--- config.mk ---
export PLATFORM = sky130hd
export DESIGN_NAME = load_store_unit
export DESIGN_NICKNAME = d
export VERILOG_FILES = /design/src/rtl/load_store_unit_pkg.sv /design/src/rtl/lsu_lane_align.sv /design/src/rtl/load_store_unit.sv
export SDC_FILE = /design/constraint.sdc
export NUM_CORES = 1
export LEC_CHECK = 0
export BUFFER_PORTS_ARGS = -buffer_cell sky130_fd_sc_hd__buf_2
export CORE_MARGIN = 2
export CORE_UTILIZATION = 53
export CTS_CLUSTER_SIZE = 28
export DETAILED_ROUTE_END_ITERATION = 8
export GPL_TIMING_DRIVEN = 0
export HOLD_SLACK_MARGIN = 0.02
export PLACE_DENSITY = 0.83
export SLEW_MARGIN = 20
export SYNTH_ARGS = -nofsm -noshare
export SYNTH_HDL_FRONTEND = slang
export SYNTH_SLANG_ARGS = --single-unit
--- constraint.sdc ---
create_clock -name CLK -period 4.3 [get_ports CLK]
set_input_delay 0.43 -clock CLK [delete_from_list [all_inputs] [get_ports CLK]]
set_output_delay 0.43 -clock CLK [all_outputs]
set_load 0.1 [all_outputs]
--- src/rtl/load_store_unit_pkg.sv ---
// ----------------------------------------------------------------------------
// load_store_unit_pkg : access-size codes, FSM states, legality helper (rev 1.0)
// ----------------------------------------------------------------------------
`default_nettype none

package load_store_unit_pkg;

  localparam logic [2:0] F3_B  = 3'b000;
  localparam logic [2:0] F3_H  = 3'b001;
  localparam logic [2:0] F3_W  = 3'b010;
  localparam logic [2:0] F3_BU = 3'b100;
  localparam logic [2:0] F3_HU = 3'b101;

  localparam int TIMEOUT_DEFAULT = 255;
  localparam int CNT_W           = 10;

  typedef enum logic [1:0] {
    ST_IDLE = 2'd0,
    ST_REQ  = 2'd1,
    ST_WAIT = 2'd2,
    ST_DONE = 2'd3
  } lsu_state_e;

  // Halfwords need an even address, words a word-aligned one; other codes are illegal.
  function automatic logic access_legal(input logic [2:0] func3, input logic [1:0] addr_lo);
    logic ok;
    ok = 1'b0;
    case (func3)
      F3_B, F3_BU: ok = 1'b1;
      F3_H, F3_HU: ok = ~addr_lo[0];
      F3_W:        ok = (addr_lo == 2'b00);
      default:     ok = 1'b0;
    endcase
    return ok;
  endfunction

endpackage

`default_nettype wire

--- src/rtl/lsu_lane_align.sv ---
// ----------------------------------------------------------------------------
// lsu_lane_align : byte strobes, lane replication and load extract/extend (rev 1.0)
// ----------------------------------------------------------------------------
`default_nettype none

module lsu_lane_align
  import load_store_unit_pkg::*;
(
  input  logic [2:0]  func3,
  input  logic [1:0]  addr_lo,
  input  logic [31:0] st_data,
  input  logic [31:0] ld_word,
  output logic [3:0]  wstrb,
  output logic [31:0] wdata,
  output logic [31:0] ld_data
);

  logic [31:0] shifted;

  always_comb begin
    wstrb   = 4'b1111;
    wdata   = st_data;
    shifted = ld_word >> {addr_lo, 3'b000};
    ld_data = shifted;
    case (func3)
      F3_B, F3_BU: begin
        wstrb = 4'b0001 << addr_lo;
        wdata = {4{st_data[7:0]}};
      end
      F3_H, F3_HU: begin
        wstrb = addr_lo[1] ? 4'b1100 : 4'b0011;
        wdata = {2{st_data[15:0]}};
      end
      default: ;
    endcase
    case (func3)
      F3_B:    ld_data = {{24{shifted[7]}}, shifted[7:0]};
      F3_BU:   ld_data = {24'd0, shifted[7:0]};
      F3_H:    ld_data = {{16{shifted[15]}}, shifted[15:0]};
      F3_HU:   ld_data = {16'd0, shifted[15:0]};
      default: ld_data = shifted;
    endcase
  end

endmodule

`default_nettype wire

--- src/rtl/load_store_unit.sv ---
// ----------------------------------------------------------------------------
// load_store_unit : core-to-bus load/store sequencer with timeout (rev 1.0)
// ----------------------------------------------------------------------------
`default_nettype none

module load_store_unit
  import load_store_unit_pkg::*;
#(
  parameter int TIMEOUT = TIMEOUT_DEFAULT
) (
  input  logic        CLK,
  input  logic        RESET,
  input  logic        MEM_RD,
  input  logic        MEM_WRT,
  input  logic [2:0]  FUNC3,
  input  logic [31:0] ADDR,
  input  logic [31:0] W_DATA,
  output logic [31:0] R_DATA,
  output logic        STALL,
  output logic        MISALIGN,
  output logic        BUS_ERR,
  output logic        BUS_REQ,
  output logic        BUS_WE,
  output logic [31:0] BUS_ADDR,
  output logic [3:0]  BUS_WSTRB,
  output logic [31:0] BUS_WDATA,
  input  logic        BUS_GNT,
  input  logic        BUS_RVALID,
  input  logic [31:0] BUS_RDATA
);

  localparam logic [CNT_W-1:0] CNT_LAST = CNT_W'(TIMEOUT - 1);

  lsu_state_e       state_q, state_d;
  logic [CNT_W-1:0] cnt_q, cnt_d;
  logic [2:0]       func3_q, func3_d;
  logic [1:0]       addr_lo_q, addr_lo_d;
  logic             bus_req_q, bus_req_d;
  logic             bus_we_q, bus_we_d;
  logic [31:0]      bus_addr_q, bus_addr_d;
  logic [3:0]       bus_wstrb_q, bus_wstrb_d;
  logic [31:0]      bus_wdata_q, bus_wdata_d;
  logic [31:0]      r_data_q, r_data_d;

  logic        in_idle, request, legal, busy, timeout_hit;
  logic [2:0]  align_func3;
  logic [1:0]  align_addr_lo;
  logic [3:0]  align_wstrb;
  logic [31:0] align_wdata, align_ld_data;

  assign in_idle     = (state_q == ST_IDLE);
  assign request     = MEM_RD | MEM_WRT;
  assign legal       = access_legal(FUNC3, ADDR[1:0]);
  assign busy        = (state_q == ST_REQ) | (state_q == ST_WAIT);
  assign timeout_hit = busy & (cnt_q == CNT_LAST);

  // Live inputs drive the aligner while accepting; latched ones while the load returns.
  assign align_func3   = in_idle ? FUNC3 : func3_q;
  assign align_addr_lo = in_idle ? ADDR[1:0] : addr_lo_q;

  lsu_lane_align u_align (
    .func3   (align_func3),
    .addr_lo (align_addr_lo),
    .st_data (W_DATA),
    .ld_word (BUS_RDATA),
    .wstrb   (align_wstrb),
    .wdata   (align_wdata),
    .ld_data (align_ld_data)
  );

  always_comb begin
    state_d     = state_q;
    cnt_d       = cnt_q;
    func3_d     = func3_q;
    addr_lo_d   = addr_lo_q;
    bus_req_d   = bus_req_q;
    bus_we_d    = bus_we_q;
    bus_addr_d  = bus_addr_q;
    bus_wstrb_d = bus_wstrb_q;
    bus_wdata_d = bus_wdata_q;
    r_data_d    = r_data_q;
    case (state_q)
      ST_IDLE: begin
        if (request && legal) begin
          state_d     = ST_REQ;
          cnt_d       = '0;
          func3_d     = FUNC3;
          addr_lo_d   = ADDR[1:0];
          bus_req_d   = 1'b1;
          bus_we_d    = MEM_WRT;
          bus_addr_d  = {ADDR[31:2], 2'b00};
          bus_wstrb_d = MEM_WRT ? align_wstrb : 4'b0000;
          bus_wdata_d = align_wdata;
        end
      end
      ST_REQ: begin
        cnt_d = cnt_q + 1'b1;
        // An expiring timeout beats a grant arriving in the same cycle.
        if (timeout_hit) begin
          state_d   = ST_DONE;
          bus_req_d = 1'b0;
          r_data_d  = '0;
        end else if (BUS_GNT) begin
          state_d   = ST_WAIT;
          bus_req_d = 1'b0;
        end
      end
      ST_WAIT: begin
        cnt_d = cnt_q + 1'b1;
        if (BUS_RVALID) begin
          state_d = ST_DONE;
          if (!bus_we_q) r_data_d = align_ld_data;
        end else if (timeout_hit) begin
          state_d  = ST_DONE;
          r_data_d = '0;
        end
      end
      default: state_d = ST_IDLE;
    endcase
  end

  always_ff @(posedge CLK) begin
    if (RESET) begin
      state_q     <= ST_IDLE;
      cnt_q       <= '0;
      func3_q     <= '0;
      addr_lo_q   <= '0;
      bus_req_q   <= 1'b0;
      bus_we_q    <= 1'b0;
      bus_addr_q  <= '0;
      bus_wstrb_q <= '0;
      bus_wdata_q <= '0;
      r_data_q    <= '0;
    end else begin
      state_q     <= state_d;
      cnt_q       <= cnt_d;
      func3_q     <= func3_d;
      addr_lo_q   <= addr_lo_d;
      bus_req_q   <= bus_req_d;
      bus_we_q    <= bus_we_d;
      bus_addr_q  <= bus_addr_d;
      bus_wstrb_q <= bus_wstrb_d;
      bus_wdata_q <= bus_wdata_d;
      r_data_q    <= r_data_d;
    end
  end

  assign STALL     = (in_idle & request & legal) | busy;
  assign MISALIGN  = in_idle & request & ~legal;
  assign BUS_ERR   = timeout_hit & ~((state_q == ST_WAIT) & BUS_RVALID);
  assign R_DATA    = r_data_q;
  assign BUS_REQ   = bus_req_q;
  assign BUS_WE    = bus_we_q;
  assign BUS_ADDR  = bus_addr_q;
  assign BUS_WSTRB = bus_wstrb_q;
  assign BUS_WDATA = bus_wdata_q;

endmodule

`default_nettype wire
Word-level counts from Yosys, hierarchy flattened. Cells that the tools add are included. W data, S select, Z words.

Add/sub/neg operators: 1. Bitwise operators: 12. Reductions and logical operators: 18. Mux-type cells: 24. Shift operators: 2. Equality and inequality tests: 14.

Operator list (number): $pmux W32 S2 (2); $pmux W32 S4 (1); $mux W32 (3); $shr A32 B5 Y32 (1); $pmux W10 S2 (1); $eq A3 B3 Y1 const B (4); $mux W2 (6); $add A10 B1 Y10 const B (1); $eq A10 B8 Y1 const B (1); $mux W10 (1); $reduce_or A2 Y1 (5); $ne A3 B3 Y1 const B (3); $mux W4 (2); $pmux W4 S2 (1); $and A1 B1 Y1 (6); $eq A3 B1 Y1 const B (2); $logic_not A3 Y1 (2); $pmux W2 S3 (1); $reduce_and A2 Y1 (3); $reduce_and A3 Y1 (2); $reduce_bool A2 Y1 (3); $logic_not A2 Y1 (2); $shl A1 B2 Y4 const A (1); $eq A3 B2 Y1 const B (1); 10 further kinds (16).

Register bits after elaboration: 117. Output and inout port bits: 105. Word-level logic and storage cells: 81.

Depth between registers and ports, before layout. Gate-level depths: netlist of run 1.

Depth after elaboration: 7. Mapped depth: 10. Depth with buffers taken out: 7.

By module. Synthesis of run 1 repeated with hierarchy kept, for this count alone.

Cell total of the unflattened synthesis: 758. Area total of the unflattened synthesis: 5831.8 um2.

Modules (own cells, without submodules): load_store_unit (times used 1, seq. area each 2342.2 um2, cells each 576, area an instance 4620.7 um2); lsu_lane_align (times used 1, seq. area each 0.0 um2, cells each 182, area an instance 1211.2 um2).

Worst setup path before layout of run 1. Ideal clock, no wire load.

Path kind: register to register. Start point: register state_q[0]. End point: register r_data_q[0], in the netlist R_DATA[0]. Data arrival time: 3625 ps. Stages on the path, launching flop included: 10. Slack: 547 ps. Library setup time: 128 ps. Required time: 4172 ps. Clock period less this slack: 3753 ps. Cells stage by stage: dfxtp_1 -> inv_1 -> ha_1 -> nand4bb_1 -> nor4b_2 -> a21oi_1 -> clkbuf_1 -> clkbuf_1 -> a22oi_1 -> nor2_1.

Word-level cells in the longest chain between the ends: 7. Elaborated cells between the ends (all ways): 15. Classes of those cells: eq/ne: 3; shift: 1; mux: 6; bitwise: 2; reduce/logical: 3.

Ends and longest elaborated chain: start, declared (RTL line load_store_unit.sv:34) `lsu_state_e state_q, state_d;`; start signal, assigned (RTL line load_store_unit.sv:135) `state_q <= state_d;`; $logic_not A2 Y1 (RTL line load_store_unit.sv:51) `assign in_idle = (state_q == ST_IDLE);`; $mux W2 (RTL line load_store_unit.sv:59) `assign align_addr_lo = in_idle ? ADDR[1:0] : addr_lo_q;`; $shr A32 B5 Y32 (RTL line lsu_lane_align.sv:23) `shifted = ld_word >> {addr_lo, 3'b000};`; $pmux W32 S4 (RTL line lsu_lane_align.sv:36) `case (func3)`; $mux W32 (RTL line load_store_unit.sv:112) `if (!bus_we_q) r_data_d = align_ld_data;`; $mux W32 (RTL line load_store_unit.sv:110) `if (BUS_RVALID) begin`; $pmux W32 S2 (RTL line load_store_unit.sv:82) `case (state_q)`; end signal, assigned (RTL line load_store_unit.sv:144) `r_data_q <= r_data_d;`; end, declared (RTL line load_store_unit.sv:43) `logic [31:0] r_data_q, r_data_d;`.

Parallel ways exist; a longest one is shown, timed or not. The select of a mux whose other input is x is not followed. A chain may end at the register's enable or synchronous reset.

Worst setup path after layout of run 1.
Start point: register state_q[0]. End point: output STALL.

Word-level cells in the longest chain between the ends: 4. Elaborated cells between the ends (all ways): 7. Classes of those cells: eq/ne: 2; bitwise: 4; reduce/logical: 1.

Ends and longest elaborated chain: $logic_not A2 Y1 (RTL line load_store_unit.sv:51); $and A1 B1 Y1 (2 in series) (RTL line load_store_unit.sv:148) `assign STALL = (in_idle & request & legal) | busy;`; $or A1 B1 Y1 (*) (RTL line load_store_unit.sv:148); end, declared (RTL line load_store_unit.sv:19) `output logic STALL,`.

Mark *: on every way between the ends. The rest lies on a longest branch, timed or not.

==> metrics.cfg, run 1 <==
[yosys]
synth_edf_count=0
synthMuxAreaShare=0.0658
synth.distinct_cells=48
netlist.area_leader.share=0.424
syn_area_per_cell_um2=8.21
ys_seq_area_frac=0.424
synthXorXnorAreaFrac=0.0143
async_flop_share=0
yosysTopAreaCell=dfxtp_1
synthCells=674
synth_top_cells_by_area=dfxtp_1 (42%), nand2_1 (10%), a21oi_1 (6.2%)
synth_top_family_by_area=compound AO/OA/AOI/OAI gates
synth_seq_cells=117
yosysWarningCount=0
yosys.area_share.adder=0.0136
synthSimpleGateAreaFrac=0.200
syn-cell-area_um2=5530
synth_compound_area_frac=0.232
synth_flop_cell=dfxtp_1

[cts]
path_clk_slew_ns=0.06
cts_buffers=17
clock_latency_ns=0.52
htree_levels=4
cts_tree=done
postCtsSetupBuffers=0
cts.sinks=117
root_buffer=clkbuf_8
ctsResizeCount=0
hold_buffers=0
cts_buffer_depth=2

[layout]
layout_common_cells=buf_2 (216), nand2_1 (147), dfxtp_1 (117)
final_nets=1011
drive_above_1_share=0.301
utilization=0.712
final_common_cell=buf_2
syn_to_final_growth_pct=31.7
design_area_um2=7280
final_cells=1050

[sta]
finClkSkew_ns=0.0103
relSlewSlack=0.491
tightestPinTransition_ns=0.760
max_freq_ghz=0.270
finalWorstPathRequiredPeriod_ns=3.70
worst_slack_ns=0.600
setup_tns_ns=0
period_share=0.860
final-hold-violation-count=0
setup_viol=0
slew_violations=0
rsz0062_at_grt=false
whs_ns=0.139

[floorplanning]
die_w_um=106
ios=210
core_area_um2=10200
row_count=37
start_util=0.541
die-area_um2=11300
die_y_um=106

[power_and_ir_drop]
power_density_nw_per_um2=712
p_leak_nw=3.16
total_power_mw=5.19
ir_drop_mv=0.409

[critical_path]
critPathRequiredTime_ns=3.87
crit_path_start_kind=flip-flop
crit_fanout=10
crit_arrival_ns=3.27
crit_path_end_kind=output pin
critPathKind=flip-flop to output pin

[global_routing]
track_usage=0.299
grt_overflow_total=0
antenna_found_initial=1
grt_max_degree=17
grt_pass1_wl_um=26700
grt_pass1_vias=5463

[routing]
viasPerCell=5.64
routed_wl_um=17100
vias=5918
routedWlPerCell_um=16.3
ant_nets=0
drc_errors=0
drt_iter0_markers=568
first_pass_iters=5

[place]
hpwlAfterDp_um=12500
dpl_worst_slack_ns=1.22
post_dp_cell_area_um2=6740
portBuffers=206
dp.cells=1017
place.gp.congestion=0.935

[worst_hold_path]
hold_class=primary input to flip-flop

[run_status]
status=finished clean

[job]
cap_violations=0

-- critical path, cell delays in order, from the launching register on --
cell	delay (ns)
dfxtp_1	0.40
inv_1	0.09
ha_1	0.21
buf_2	0.18
buf_2	0.20
o21ai_0	0.14
nand2b_1	0.26
clkbuf_1	0.35
clkbuf_1	0.46
nand2_1	0.14
buf_2	0.32
-- routing by layer --
metal  part of all wire  global-route usage  vias to the layer above
met5                  0                   0                        -
met4              0.036               0.139                        0
met3              0.085              0.0828                       60
met2               0.47               0.464                      295
met1               0.41               0.387                     2729
li1                   -                   -                     2834
-- cell usage after synthesis (all sizes together), types with 2 or more instances --
library cell  count
a2bb2oi           2
dfxtp           117
a22oi            16
a222oi            8
o21ai            11
nor3b             7
a311oi           23
mux2i            33
nand2           147
nor2b             2
nor3              7
inv              12
ha                6
a21o              3
clkbuf           34
a31oi             2
nand3             3
or2               4
xnor2             9
nand4             2
o2bb2ai           7
mux2              3
a211oi           30
a21oi            69
nand3b            3
nand2b            4
buf              18
and2              2
nor2             73
a2111oi           6
-- flip-flops by register name, summed over array words and instances (netlist names) --
signal	flops
BUS_WDATA	32
R_DATA	32
BUS_ADDR	30
BUS_WE	1
state_q	2
BUS_REQ	1
BUS_WSTRB	4
func3_q	3
addr_lo_q	2
cnt_q	10
-- final cells by class --
class                      count  area [µm²]
antenna                        1        2.50
buffer                        52         230
clock buffer                  18         428
clock inverter                14         116
fill                         832        2950
inverter                      12        45.0
multi-input combinational    494        2920
sequential                   117        2340
tap                          136         170
timing repair buffer         206        1030
-- worst paths after layout --
kind | end | from | cells past startpoint | slack (ns)
setup / recovery | STALL | state_q[0]$_SDFFE_PP0P_ | 10 | 0.60
setup reg to reg | R_DATA[27]$_SDFFE_PP0P_ | state_q[0]$_SDFFE_PP0P_ | 9 | 1.31
hold / removal | BUS_ADDR[15]$_SDFFE_PP0P_ | ADDR[15] | 3 | 0.14
hold reg to reg | BUS_ADDR[22]$_SDFFE_PP0P_ | BUS_ADDR[22]$_SDFFE_PP0P_ | 2 | 0.45
-- where the power goes --
group          switching [mW]  internal, mW
clock                   0.555         0.737
combinational            1.97         0.596
sequential             0.0920          1.24
-- cell families after synthesis --
group,after synthesis
flops,117
buf+inv,64
compound gates,182
xor+xnor,9
simple gates,259
mux,36
fa+ha+maj,6
other cells,1
No activity file was read; power rests on OpenSTA's default activity.
==> run 2, diff against run 1 <==
- CORE_UTILIZATION: 53 -> 49
- CTS_CLUSTER_SIZE: 28 -> 12
- PLACE_DENSITY: 0.83 -> 0.78
- SLEW_MARGIN: 20 -> unset
- clock period: 4.3 -> 3.7 ns (I/O delays scaled with it)
==> run 2 against run 1 <==
- flip-flop and latch count unchanged
- critical endpoint unchanged
- hold slack improved by 0.063 ns
- non-clock buffer count unchanged
- final cell count about the same
- clock skew decreased by 0.0013 ns
- sequential share of layout area decreased by 0.33 points
==> metrics.cfg, run 2 (synthesized netlist as in run 1, its figures left out) <==
[critical_path]
critPathKind=flip-flop to output pin
reg2reg_from=state_q[0]$_SDFFE_PP0P_
critPathCapture=STALL
crit_top_cell=buf_2
critPathLaunch=state_q[0]$_SDFFE_PP0P_
path_buf_inv=6  ; unchanged
worstReg2RegEnd=R_DATA[27]$_SDFFE_PP0P_
cp_top_family=buffers and inverters
crit_slowest_cell=dfxtp_1
crit_arrival_ns=2.99  ; -0.28 ns
r2r_slack_ns=0.83  ; -0.48 ns
rr_worst_depth=9  ; unchanged
crit_path_end_kind=output pin
crit_fanout=10  ; unchanged
crit_chain=inv_1 > ha_1 > buf_2 > buf_2 > o21ai_0 > nand2b_1 > clkbuf_1 > clkbuf_2 > nand2_1 > buf_2
crit_path_start_kind=flip-flop
critical_path.max_stage_delay_ns=0.40  ; -0.06 ns
critPathRequiredTime_ns=3.33  ; -0.54 ns
cp.depth=10  ; unchanged

[sta]
rsz0062_at_grt=false
setup_viol=0  ; unchanged
final-hold-violation-count=0  ; unchanged
period_share=0.909
finClkSkew_ns=0.00898  ; -0.00132 ns
relSlewSlack=0.498  ; +0.00709
slew_violations=0  ; unchanged
max_freq_ghz=0.297
finalWorstPathRequiredPeriod_ns=3.36
setup_tns_ns=0  ; unchanged
tightestPinTransition_ns=0.748  ; -0.0121 ns
whs_ns=0.202  ; +0.0628 ns

[job]
cap_violations=0  ; unchanged

[cts]
clock_latency_ns=0.41  ; -0.11 ns
cts_buffers=17  ; unchanged
root_buffer=clkbuf_16
cts_tree=done
htree_levels=4  ; unchanged
cts_buffer_depth=2  ; unchanged
cts.sinks=117  ; unchanged
ctsResizeCount=0  ; unchanged
hold_buffers=0  ; unchanged
postCtsSetupBuffers=0  ; unchanged
path_clk_slew_ns=0.05  ; about the same

[global_routing]
grt_pass1_vias=5235  ; -4.2%
grt_overflow_total=0  ; unchanged
antenna_found_initial=0  ; -1
track_usage=0.274  ; -0.0259
grt_max_degree=17  ; unchanged
grt_pass1_wl_um=25600  ; -4.3%

[layout]
drive_above_1_share=0.301  ; -0.000436
final_nets=1011  ; unchanged
final_common_cell=buf_2
layout_common_cells=buf_2 (216), nand2_1 (147), dfxtp_1 (117)
antennaDiodeCount=0  ; -1
syn_to_final_growth_pct=33.0

[floorplanning]
row_count=38  ; +2.7%
start_util=0.506  ; -0.0348
core_area_um2=10900  ; +6.9%
ios=210  ; unchanged
die-area_um2=12200  ; +7.8%
die_w_um=110  ; +3.8%
die_y_um=110  ; +3.8%

[power_and_ir_drop]
ir_drop_mv=0.531  ; +30%
p_leak_nw=3.21  ; +1.7%
power_density_nw_per_um2=841  ; +18%

[routing]
drc_errors=0  ; unchanged
first_pass_iters=7  ; +2
viasPerCell=5.54  ; -1.6%
ant_nets=0  ; unchanged
drt_iter0_markers=545  ; -4.0%
routed_wl_um=17200  ; +0.70%
vias=5827  ; -1.5%
routedWlPerCell_um=16.4  ; +0.60%

[worst_hold_path]
hold_class=primary input to flip-flop

[place]
place.gp.congestion=0.882  ; -5.7%
portBuffers=206  ; unchanged
hpwlAfterDp_um=12800  ; +2.2%

[run_status]
status=finished clean

## run 2: per-layer routing
metal,part of all wire,vias up,global-route usage
met3,0.064,28,0.0576
met5,0,-,0
met1,0.43,2734,0.361
met2,0.48,222,0.444
li1,-,2843,-
met4,0.019,0,0.0955
## run 2: worst min-delay path by stage
| stage | end | cells past startpoint | startpoint | slack, ns |
|---|---|---|---|---|
| 2_1_floorplan | func3_q[2]$_SDFFE_PP0P_ | 2 | func3_q[2]$_SDFFE_PP0P_ | 0.44 |
| 3_3_place_gp | BUS_ADDR[24]$_SDFFE_PP0P_ | 2 | BUS_ADDR[24]$_SDFFE_PP0P_ | 0.44 |
| 3_5_place_dp | BUS_ADDR[20]$_SDFFE_PP0P_ | 2 | BUS_ADDR[20]$_SDFFE_PP0P_ | 0.44 |
| 4_1_cts | BUS_ADDR[18]$_SDFFE_PP0P_ | 3 | ADDR[18] | 0.19 |
| 5_1_grt | BUS_ADDR[27]$_SDFFE_PP0P_ | 3 | ADDR[27] | 0.20 |
| 6_report | BUS_ADDR[18]$_SDFFE_PP0P_ | 3 | ADDR[18] | 0.20 |
## run 2: worst reg2reg max path: stages (launching register included)
cell and delay (ns):
dfxtp_1 0.40, inv_1 0.09, ha_1 0.21, buf_2 0.18
buf_2 0.20, o21ai_1 0.55, a211oi_1 0.20, a211oi_2 0.49
buf_2 0.32, a211oi_1 0.10
## run 2: layout make-up
class / count / area, µm²
Inverter: 12 / 45.0
Fill cell: 966 / 3580
Sequential cell: 117 / 2340
Tap cell: 140 / 175
Clock inverter: 9 / 126
Clock buffer: 21 / 480
Timing Repair Buffer: 206 / 1030
Multi-Input combinational cell: 494 / 2930
Buffer: 52 / 231
## run 2: report_power, final
group          internal (mW)  total (mW)  switching [mW]
registers               1.44        1.55           0.112
logic                  0.694        2.96            2.26
clock network           1.12        1.68           0.561
total                   3.25        6.19            2.94
## run 2: per-stage QoR
stage / std cells / power (mW) / util / setup slack (ns) / cell area (µm²)
CTS: 1051 / 6.17 / 0.673 / 0.147 / 7360
floorplan: 675 / 3.92 / - / 0.653 / 5540
detailed placement: 1021 / 4.49 / 0.617 / 0.653 / 6750
finish: 1051 / 6.19 / 0.673 / 0.337 / 7360
global placement: 1021 / 4.47 / 0.617 / 0.630 / 6750
global route: 1051 / 6.46 / 0.673 / 0.102 / 7360
